### src/rtl/title_writer.sv
// title_writer: assembles an ASCII title line from a byte stream into a shadow
// buffer, then commits it to the registered titles output on a frame pulse.
module title_writer #(
  parameter int unsigned CHARS = 10,
  parameter logic [7:0]  PAD   = 8'h20
) (
  input  logic               clk_pix,
  input  logic               rst_pix,
  input  logic               frame,
  input  logic [7:0]         rx_data,
  input  logic               rx_valid,
  output logic               rx_ready,
  output logic [8*CHARS-1:0] titles,
  output logic               title_upd,
  output logic               title_trunc
);

  localparam int unsigned IDX_W = $clog2(CHARS + 1);

  typedef enum logic {
    FILL = 1'b0,
    PEND = 1'b1
  } state_t;

  state_t           state;
  logic [7:0]       shadow [CHARS];
  logic [IDX_W-1:0] idx;
  logic             trunc_flag;

  logic             accept_c;
  logic             is_term_c;
  logic [7:0]       mapped_c;

  // Fold lowercase to uppercase; anything outside the printable 0x20-0x5F range becomes '?'.
  function automatic logic [7:0] map_byte(input logic [7:0] b);
    logic [7:0] r;
    if (b >= 8'h61 && b <= 8'h7A) begin
      r = b - 8'h20;
    end else if (b >= 8'h20 && b <= 8'h5F) begin
      r = b;
    end else begin
      r = 8'h3F;
    end
    return r;
  endfunction

  // Handshake decode and byte classification.
  always_comb begin
    accept_c  = rx_valid & rx_ready;
    is_term_c = (rx_data == 8'h0A) || (rx_data == 8'h0D);
    mapped_c  = map_byte(rx_data);
  end

  // Line-assembly FSM: FILL collects bytes, PEND waits for a frame pulse to commit.
  always_ff @(posedge clk_pix or posedge rst_pix) begin
    if (rst_pix) begin
      state       <= FILL;
      rx_ready    <= 1'b0;
      titles      <= {CHARS{PAD}};
      title_upd   <= 1'b0;
      title_trunc <= 1'b0;
      idx         <= '0;
      trunc_flag  <= 1'b0;
      for (int i = 0; i < int'(CHARS); i++) begin
        shadow[i] <= PAD;
      end
    end else begin
      title_upd <= 1'b0;
      case (state)
        FILL: begin
          rx_ready <= 1'b1;
          if (accept_c) begin
            if (is_term_c) begin
              state    <= PEND;
              rx_ready <= 1'b0;
            end else if (idx < IDX_W'(CHARS)) begin
              for (int i = 0; i < int'(CHARS); i++) begin
                if (idx == IDX_W'(i)) begin
                  shadow[i] <= mapped_c;
                end
              end
              idx <= idx + IDX_W'(1);
            end else begin
              trunc_flag <= 1'b1;
            end
          end
        end
        PEND: begin
          rx_ready <= 1'b0;
          if (frame) begin
            // Commit whole line at once so titles never shows a partial line.
            for (int i = 0; i < int'(CHARS); i++) begin
              titles[8*(int'(CHARS)-1-i) +: 8] <= shadow[i];
              shadow[i] <= PAD;
            end
            title_trunc <= trunc_flag;
            title_upd   <= 1'b1;
            idx         <= '0;
            trunc_flag  <= 1'b0;
            state       <= FILL;
            rx_ready    <= 1'b1;
          end
        end
        default: begin
          state <= FILL;
        end
      endcase
    end
  end

endmodule

### config.mk
export PLATFORM = sky130hd
export DESIGN_NAME = title_writer
export DESIGN_NICKNAME = d
export VERILOG_FILES = /design/src/rtl/title_writer.sv
export SDC_FILE = /design/constraint.sdc
export NUM_CORES = 1
export LEC_CHECK = 0
export ABC_AREA = 1
export CORE_ASPECT_RATIO = 0.75
export CORE_MARGIN = 1
export CORE_UTILIZATION = 52
export DETAILED_ROUTE_END_ITERATION = 16
export GPL_ROUTABILITY_DRIVEN = 1
export PLACE_DENSITY = 0.76
export RECOVER_POWER = 25
export SLEW_MARGIN = 20
export SYNTH_ARGS = -nofsm -noshare
export SYNTH_HDL_FRONTEND = slang
export SYNTH_SLANG_ARGS = --single-unit
### constraint.sdc
create_clock -name clk_pix -period 10.25 [get_ports clk_pix]
set_input_delay 2.05 -clock clk_pix [delete_from_list [all_inputs] [get_ports clk_pix]]
set_output_delay 2.05 -clock clk_pix [all_outputs]
set_load 0.05 [all_outputs]
Word level (Yosys, flattened, before mapping)

Cells that the tools add are included.

Mux-type cells: 36
Magnitude comparators: 5
Equal/unequal tests: 26
Add/sub/neg operators: 2
Reductions and logical operators: 17
Bitwise logic cells: 2

Operators with widths:

| operator              | number |
|---|---|
| $mux W80              | 4 |
| $pmux W80 S2          | 1 |
| $mux W8               | 12 |
| $reduce_and A5 Y1     | 10 |
| $ne A2 B2 Y1 const B  | 15 |
| $eq A4 B3 Y1 const B  | 4 |
| $eq A8 B4 Y1 const B  | 2 |
| $le A8 B7 Y1 const B  | 2 |
| $mux W4               | 4 |
| $mux W1               | 11 |
| $eq A4 B2 Y1 const B  | 2 |
| $eq A4 B4 Y1 const B  | 2 |
| $ge A8 B6 Y1 const B  | 1 |
| $ge A8 B7 Y1 const B  | 1 |
| $pmux W4 S2           | 1 |
| $reduce_and A4 Y1     | 2 |
| $sub A8 B6 Y8 const B | 1 |
| $pmux W1 S2           | 3 |
| $add A4 B1 Y4 const B | 1 |
| $eq A4 B1 Y1 const B  | 1 |
| $logic_not A4 Y1      | 1 |
| $lt A4 B4 Y1 const B  | 1 |
| $logic_and A1 B1 Y1   | 2 |
| $reduce_and A2 Y1     | 1 |
| other kinds (3)       | 3 |

Logic and storage cells: 105
Flip-flop bits (word level): 169
Bits of input ports: 12
Output and inout bits: 83

Depth between registers and ports, before layout

Gate-level depths: netlist (run 1).

Depth in word-level cells: 9
Mapped depth: 12
Mapped depth without buffers: 11

Worst setup path before layout (run 1)

Ideal clock, no wire load.

Path type: input to register
From: in rx_data[6]
To: reg shadow[40] (netlist name)
Data arrival time: 2,993 ps
Path buffers: 0
Stages: 11
Setup slack: 7,139 ps
Setup time: 118 ps
Cells stage by stage: inv_1 ha_1 inv_1 nor2_1 nand3_1 nand2_1 nand2_1 nand2_2 nand2_2 nand3_1 nand2_1

Word-level cells in the longest chain between the ends: 9
Elaborated cells between the ends (all ways): 18
Classes of those cells: 4 x order compare; 3 x eq/ne; 7 x mux; 4 x reduce/logical

RTL lines:

| element                                      | line | source |
|---|---|---|
| start, declared                              | 10   | `input logic [7:0] rx_data,` |
| $ge A8 B6 Y1 or $le A8 B7 Y1 (tied branches) | 39   | `end else if (b >= 8'h20 && b <= 8'h5F) begin` |
| $logic_and A1 B1 Y1                          | 39   |  |
| $mux W8                                      | 39   |  |
| $mux W8                                      | 37   | `if (b >= 8'h61 && b <= 8'h7A) begin` |
| $mux W8                                      | 78   | `if (idx == IDX_W'(i)) begin` |
| $mux W80                                     | 76   | `end else if (idx < IDX_W'(CHARS)) begin` |
| $mux W80                                     | 73   | `if (is_term_c) begin` |
| $mux W80                                     | 72   | `if (accept_c) begin` |
| $pmux W80 S2                                 | 69   | `case (state)` |
| end signal, assigned by index                | 79   | `shadow[i] <= mapped_c;` |
| end, declared                                | 26   | `logic [7:0] shadow [CHARS];` |

Several ways; a longest one is shown, not always the timed one. The select of a mux whose other input is x is not followed.
A chain may end at the register's enable or synchronous reset.

==> summary.txt, run 1 <==
Run status
  • Outcome: finished, violations left
  • Failing checks: max-capacitance violations, max-slew violations

Detailed routing
  • DRC errors left: 0
  • Router iterations before antenna repair: 5
  • Avg WL per Cell: 14.68 um
  • Vias: 5540
  • First-iteration detailed-routing DRC count: 470
  • Via-to-Cell Ratio: 5.064
  • Remaining antenna violation count: 0
  • DRT Wirelength: 16060 um

GRT
  • Grt total ovfl: 0
  • Global router's overall resource usage: 0.2542
  • First-pass GRT wire length: 26510 um
  • Largest net degree at the start of global routing: 102
  • Vias in the first global route: 5170
  • Antenna violations before repair: 0

Yosys
  • Mapped Nets: 837
  • Most numerous cell in the Yosys netlist: nand2_1
  • Ys flop type: dfrtp_1
  • Sequential share of the synthesized area: 0.6098
  • Synth top area share: 0.5344
  • Ys async rst share: 1.000
  • Synthesized flop and latch total: 169
  • Largest cells by area after synthesis: dfrtp_1 53%, nand2_1 24%, dfstp_2 7.5%, nand3_1 4.7%, inv_1 2.0%
  • Cells after synthesis: 819
  • Synth Warn #: 0
  • Synth Cell Area: 0.006977 sq mm
  • Unique masters post-synth: 24
  • List of most frequent post-synthesis cells: 439 x nand2_1, 149 x dfrtp_1, 65 x nand3_1, 37 x inv_1, 25 x nor2_1
  • Mean Syn Cell Area: 8.519 sq um
  • Post-synth top area cell: dfrtp_1
  • Post-synth EDFFs: 0

Layout
  • Layout net count: 928
  • Fin util: 0.6674
  • Ratio of cells with drive above 1 in the final layout: 0.08559
  • # diodes: 0
  • Filler cell count in the final layout: 1049
  • P&R area growth vs syn: 24.53%

Timing
  • F_max: 0.1808 GHz
  • Post-route setup slack: 4.719 ns
  • Normalized max-slew margin: -1.830
  • Worst Skew: 0.008705 ns
  • RSZ-0062 raised after global routing: no
  • Hold violation total from the final report: 0
  • Worst-Margin Slew: 4.222 ns
  • Tightest hold margin: 0.4669 ns
  • Crit share post-route: 0.5396
  • # setup viols final: 0
  • Setup TNS: 0 ns
  • Tmin final: 5.531 ns
  • Max-slew violations: 102

Floorplan
  • I/O pins: 95
  • Die Ht: 102.3 um
  • Row count: 36
  • Initial Utilization: 0.5359
  • Chip Width: 135.8 um
  • Core area: 0.01302 sq mm
  • Die area: 0.01389 sq mm

Power and ir drop
  • Leak: 4.632 nW
  • Sw Ratio: 0.3313
  • Psw: 0.7381 mW
  • VDD IR max: 0.1286 mV
  • Seq pwr share: 0.446
  • Clock share of power: 0.311
  • Power Dens Cells: 256.5 mW/mm^2
  • Internal: 1.490 mW
  • Combinational group share of total power: 0.242

Place
  • Number of buffers added on ports: 94
  • GP Congestion: 0.8049
  • HPWL after detailed placement: 9661 um
  • Pre-CTS setup slack: 5.702 ns

Worst setup path
  • Reg2reg end: shadow[31]
  • Worst setup SP type: input port
  • Reg2reg setup slack: 7.60 ns
  • Max FO, Critical Path: 101
  • Worst path required time: 10.70 ns
  • Critical R2R Launch: state
  • Data arrival time of the worst path: 5.98 ns
  • Worst reg2reg path depth: 10
  • Critical path type: in2async
  • Critical path capture point type: async pin

Clocking
  • Num CTS Buffers: 17
  • H-Tree Depth: 4
  • CTS tree: yes
  • Post-CTS Resized: 0
  • # hold bufs at CTS: 0
  • Worst-Skew Late Latency: 0.43 ns
  • CTS sink cnt: 169
  • Worst-case clock buffer depth: 2
  • Setup Fix Bufs, Post-CTS: 0
  • CTS Root Cell: clkbuf_16
  • Worst-path clk slew: 0.06 ns

Hold path
  • HP Start: titles[13]
  • HP Class: reg2reg
  • Hold path cells: 2
  • Min-Delay Endpoint: titles[13]

Flow run
  • Max-cap violations: 1
-- registers in the layout, summed over array words and instances (netlist names) --
register and flops:
state 1, titles 80, trunc_flag 1, title_trunc 1, rx_ready 1, shadow 80
title_upd 1, idx 4
-- worst max-delay path: stages --
cell	delay, ns
dlygate4sd3_1	0.54
clkinvlp_2	2.33
buf_4	0.97
-- per-stage QoR --
step                      total power, mW  area (sq um)  cells
final                               2.228          8688   1094
after global routing                2.344          8688   1094
after CTS                           2.235          8695   1094
after detailed placement            1.537          8055   1062
after global placement              1.520          8055   1062
after floorplan                     1.367          6977    819
-- layout make-up --
type                       count  area [sq um]  area share
clock buffer                  23         478.0     0.05501
tap                          171         214.0     0.02463
timing repair buffer          97         963.4      0.1109
inverter                      42         158.9     0.01829
sequential                   169          4254      0.4896
multi-input combinational    583          2459      0.2830
clock inverter                 9         161.4     0.01858
-- power by group through the flow --
stage | Clock (mW) | Combinational, mW | Sequential (mW)
floorplan | 0 | 0.252 | 1.12
global placement | 0 | 0.523 | 0.997
detailed placement | 0 | 0.538 | 0.999
CTS | 0.698 | 0.544 | 0.992
global route | 0.730 | 0.599 | 1.01
finish | 0.694 | 0.540 | 0.994
-- per-layer routing --
metal  GRT usage  up-vias  routed length [um]
met5           0        -                   0
met2      0.3619      198                6949
met4     0.07779        0                 226
met3     0.06548       23                1137
met1      0.3813     2604                7743
li1            -     2715                   -
-- cells in the final DEF, fill, tap and decap left out, drive strengths merged --
cell,count
nand4,4
nor3,3
o21ai,15
nor2,29
nand2,454
inv,43
clkdlybuf4s50,92
bufinv,4
dlygate4sd3,2
dfrtp,149
dfstp,20
a21oi,5
nand3,66
clkbuf,23
o21a,1
buf,3
clkinvlp,3
clkinv,1
ha,6
-- worst max path at each step --
stage,from,to,cells past startpoint
detailed placement,frame,titles[42],7
global route,rst_pix,idx[2],3
global placement,frame,titles[73],7
finish,rst_pix,titles[62],3
floorplan,rst_pix,idx[0],1
CTS,frame,titles[60],7
-- cell families after synthesis --
kind of cell               share of synthesized area
buffers and inverters                        0.03784
DFF                                           0.6098
and+or+nand+nor                               0.3262
AOI/OAI and AO/OA                            0.01542
adders and majority gates                    0.01076
(Power assumes the default switching activity.)
==> run 2, diff against run 1 <==
==> constraint.sdc (replaced) <==
create_clock -name clk_pix -period 5.3 [get_ports clk_pix]
set_input_delay 1.06 -clock clk_pix [delete_from_list [all_inputs] [get_ports clk_pix]]
set_output_delay 1.06 -clock clk_pix [all_outputs]
set_load 0.05 [all_outputs]
==> run 2 against run 1 <==
The flow still finishes with violations (max-capacitance violations, max-slew violations). Critical path type unchanged. Final area down 0.62%. Sequential power is 93% higher. Worst hold slack lost 0.0010 ns. First-iteration DRC count grew 21%. Combinational power is 94% higher.
==> summary.txt, run 2 (synthesized netlist as in run 1, its figures left out) <==
Power and ir drop
  • Clock share of power: 0.290 (-0.021)
  • Sw Ratio: 0.3487 (+0.01749)
  • Power Dens Cells: 484.9 mW/mm^2 (+89%)
  • Leak: 4.603 nW (-0.63%)
  • Internal: 2.727 mW (+83%)
  • VDD IR max: 0.2888 mV (+120%)
  • Psw: 1.460 mW (+98%)
  • Seq pwr share: 0.459 (+0.013)
  • Combinational group share of total power: 0.251 (+0.009)

GRT
  • First-pass GRT wire length: 27510 um (+3.8%)
  • Antenna violations before repair: 0 (unchanged)
  • Largest net degree at the start of global routing: 170 (+67%)
  • Global router's overall resource usage: 0.2616 (+0.007405)
  • Vias in the first global route: 5469 (+5.8%)
  • Grt total ovfl: 0 (unchanged)

Run status
  • Outcome: finished, violations left
  • Failing checks: max-capacitance violations, max-slew violations

Floorplan
  • Die Ht: 102.3 um (unchanged)
  • Die area: 0.01389 sq mm (unchanged)
  • I/O pins: 95 (unchanged)
  • Initial Utilization: 0.5359 (unchanged)
  • Row count: 36 (unchanged)
  • Chip Width: 135.8 um (unchanged)
  • Core area: 0.01302 sq mm (unchanged)

Clocking
  • H-Tree Depth: 4 (unchanged)
  • Worst-case clock buffer depth: 2 (unchanged)
  • CTS Root Cell: clkbuf_16
  • Worst-path clk slew: 0.06 ns (about the same)
  • CTS sink cnt: 169 (unchanged)
  • CTS tree: yes
  • Num CTS Buffers: 17 (unchanged)
  • Setup Fix Bufs, Post-CTS: 0 (unchanged)
  • Post-CTS Resized: 0 (unchanged)
  • Worst-Skew Late Latency: 0.43 ns (about the same)
  • # hold bufs at CTS: 0 (unchanged)

Worst setup path
  • Critical path type: in2async
  • Critical R2R Launch: state
  • Critical path capture point type: async pin
  • Worst reg2reg path depth: 10 (unchanged)
  • Reg2reg setup slack: 2.52 ns (-5.08 ns)
  • CP max stage cell: clkbuf_4
  • Max FO, Critical Path: 169 (+67%)
  • Worst setup SP type: input port
  • Cells along the critical path: dlygate4sd3_1 -> clkinvlp_4 -> clkbuf_4
  • Data arrival time of the worst path: 3.42 ns (-2.56 ns)
  • Max incr delay on CP: 1.53 ns (-0.80 ns)
  • Worst path required time: 5.38 ns (-5.32 ns)
  • Reg2reg end: shadow[27]

Flow run
  • Max-cap violations: 1 (unchanged)

Layout
  • Ratio of cells with drive above 1 in the final layout: 0.08983 (+0.004236)
  • Layout net count: 929 (+0.11%)
  • P&R area growth vs syn: 23.76%
  • Most common cell after layout, fill and taps aside: nand2_1
  • # diodes: 0 (unchanged)
  • Filler cell count in the final layout: 1100 (+4.9%)
  • Most frequent cells in the layout: 438 x nand2_1, 149 x dfrtp_1, 93 x clkdlybuf4s50_1
  • Largest regs: shadow: 80 flops, titles: 80 flops, idx: 4 flops

Detailed routing
  • First-iteration detailed-routing DRC count: 569 (+21%)
  • Router iterations before antenna repair: 5 (unchanged)
  • DRT Wirelength: 16260 um (+1.3%)
  • Via-to-Cell Ratio: 5.153 (+1.7%)
  • DRC errors left: 0 (unchanged)
  • Remaining antenna violation count: 0 (unchanged)
  • Vias: 5642 (+1.8%)
  • Avg WL per Cell: 14.85 um (+1.2%)

Place
  • GP Congestion: 0.8255 (+2.6%)
  • Pre-CTS setup slack: 2.006 ns (-3.696 ns)
  • Number of buffers added on ports: 94 (unchanged)
  • HPWL after detailed placement: 9751 um (+0.94%)

Hold path
  • HP Start: shadow[77]
  • Min-Delay Endpoint: titles[77]
  • HP Class: reg2reg
  • Hold path cells: 2 (unchanged)

Timing
  • Crit share post-route: 0.6298
  • Normalized max-slew margin: -0.4843 (+1.346)
  • Max-slew violations: 170 (+67%)
  • RSZ-0062 raised after global routing: no
  • Worst-Margin Slew: 2.226 ns (-1.995 ns)
  • Tightest hold margin: 0.4659 ns (-0.001019 ns)
  • Tmin final: 3.338 ns
  • Hold violation total from the final report: 0 (unchanged)
  • Setup TNS: 0 ns (unchanged)
  • F_max: 0.2996 GHz
  • # setup viols final: 0 (unchanged)
  • Worst Skew: 0.008025 ns (-0.0006795 ns)
  • Post-route setup slack: 1.962 ns (-2.757 ns)
run 2: changes by cell type in the layout (fill, tap and decap cells not counted), moves of 2 or more:
cell        delta
bufinv_16      -3
clkbuf_1       -2
clkinvlp_4     +3
clkinv_2       +2
run 2: how the worst max path moves through the flow:
stage	startpoint	end	slack, ns	cells after the start
floorplan	rst_pix	idx[0]	2.10	1
global placement	frame	shadow[44]	2.09	7
detailed placement	frame	shadow[50]	2.01	7
CTS	frame	shadow[48]	2.45	7
global route	rst_pix	idx[1]	1.52	3
finish	rst_pix	shadow[8]	1.96	3
run 2: area by class of cell:
type	count	area, sq um	share of cell area
Clock buffer	20	456.7	0.05289
Multi-Input combinational cell	583	2461	0.2850
Sequential cell	169	4254	0.4927
Clock inverter	12	116.4	0.01348
Tap cell	171	214.0	0.02478
Inverter	42	161.4	0.01869
Timing Repair Buffer	98	970.9	0.1124
run 2: critical path, delay by kind of cell:
kind | cells | cell delay [ns]
buffers and inverters | 3 | 2.17
run 2: power groups by stage:
| stage | logic [mW] | clock network [mW] | registers (mW) |
|---|---|---|---|
| after global placement | 1.01 | 0 | 1.93 |
| after floorplan | 0.488 | 0 | 2.16 |
| after global routing | 1.17 | 1.28 | 1.96 |
| after detailed placement | 1.05 | 0 | 1.93 |
| after CTS | 1.06 | 1.22 | 1.92 |
| final | 1.05 | 1.21 | 1.92 |
run 2: metal layers:
| layer | routed length, um | share of wire | global-route usage |
|---|---|---|---|
| met5 | 0 | 0 | 0 |
| met4 | 293 | 0.018 | 0.09767 |
| met3 | 927 | 0.057 | 0.04464 |
| met2 | 7289 | 0.45 | 0.3936 |
| met1 | 7752 | 0.48 | 0.3832 |
run 2: through the flow:
step | utilization | power, mW | cells | cell area (sq um)
2_1_floorplan | - | 2.645 | 819 | 6980
3_3_place_gp | 0.6202 | 2.941 | 1063 | 8074
3_5_place_dp | 0.6202 | 2.981 | 1063 | 8074
4_1_cts | 0.6643 | 4.202 | 1095 | 8647
5_1_grt | 0.6633 | 4.414 | 1095 | 8635
6_report | 0.6633 | 4.187 | 1095 | 8635
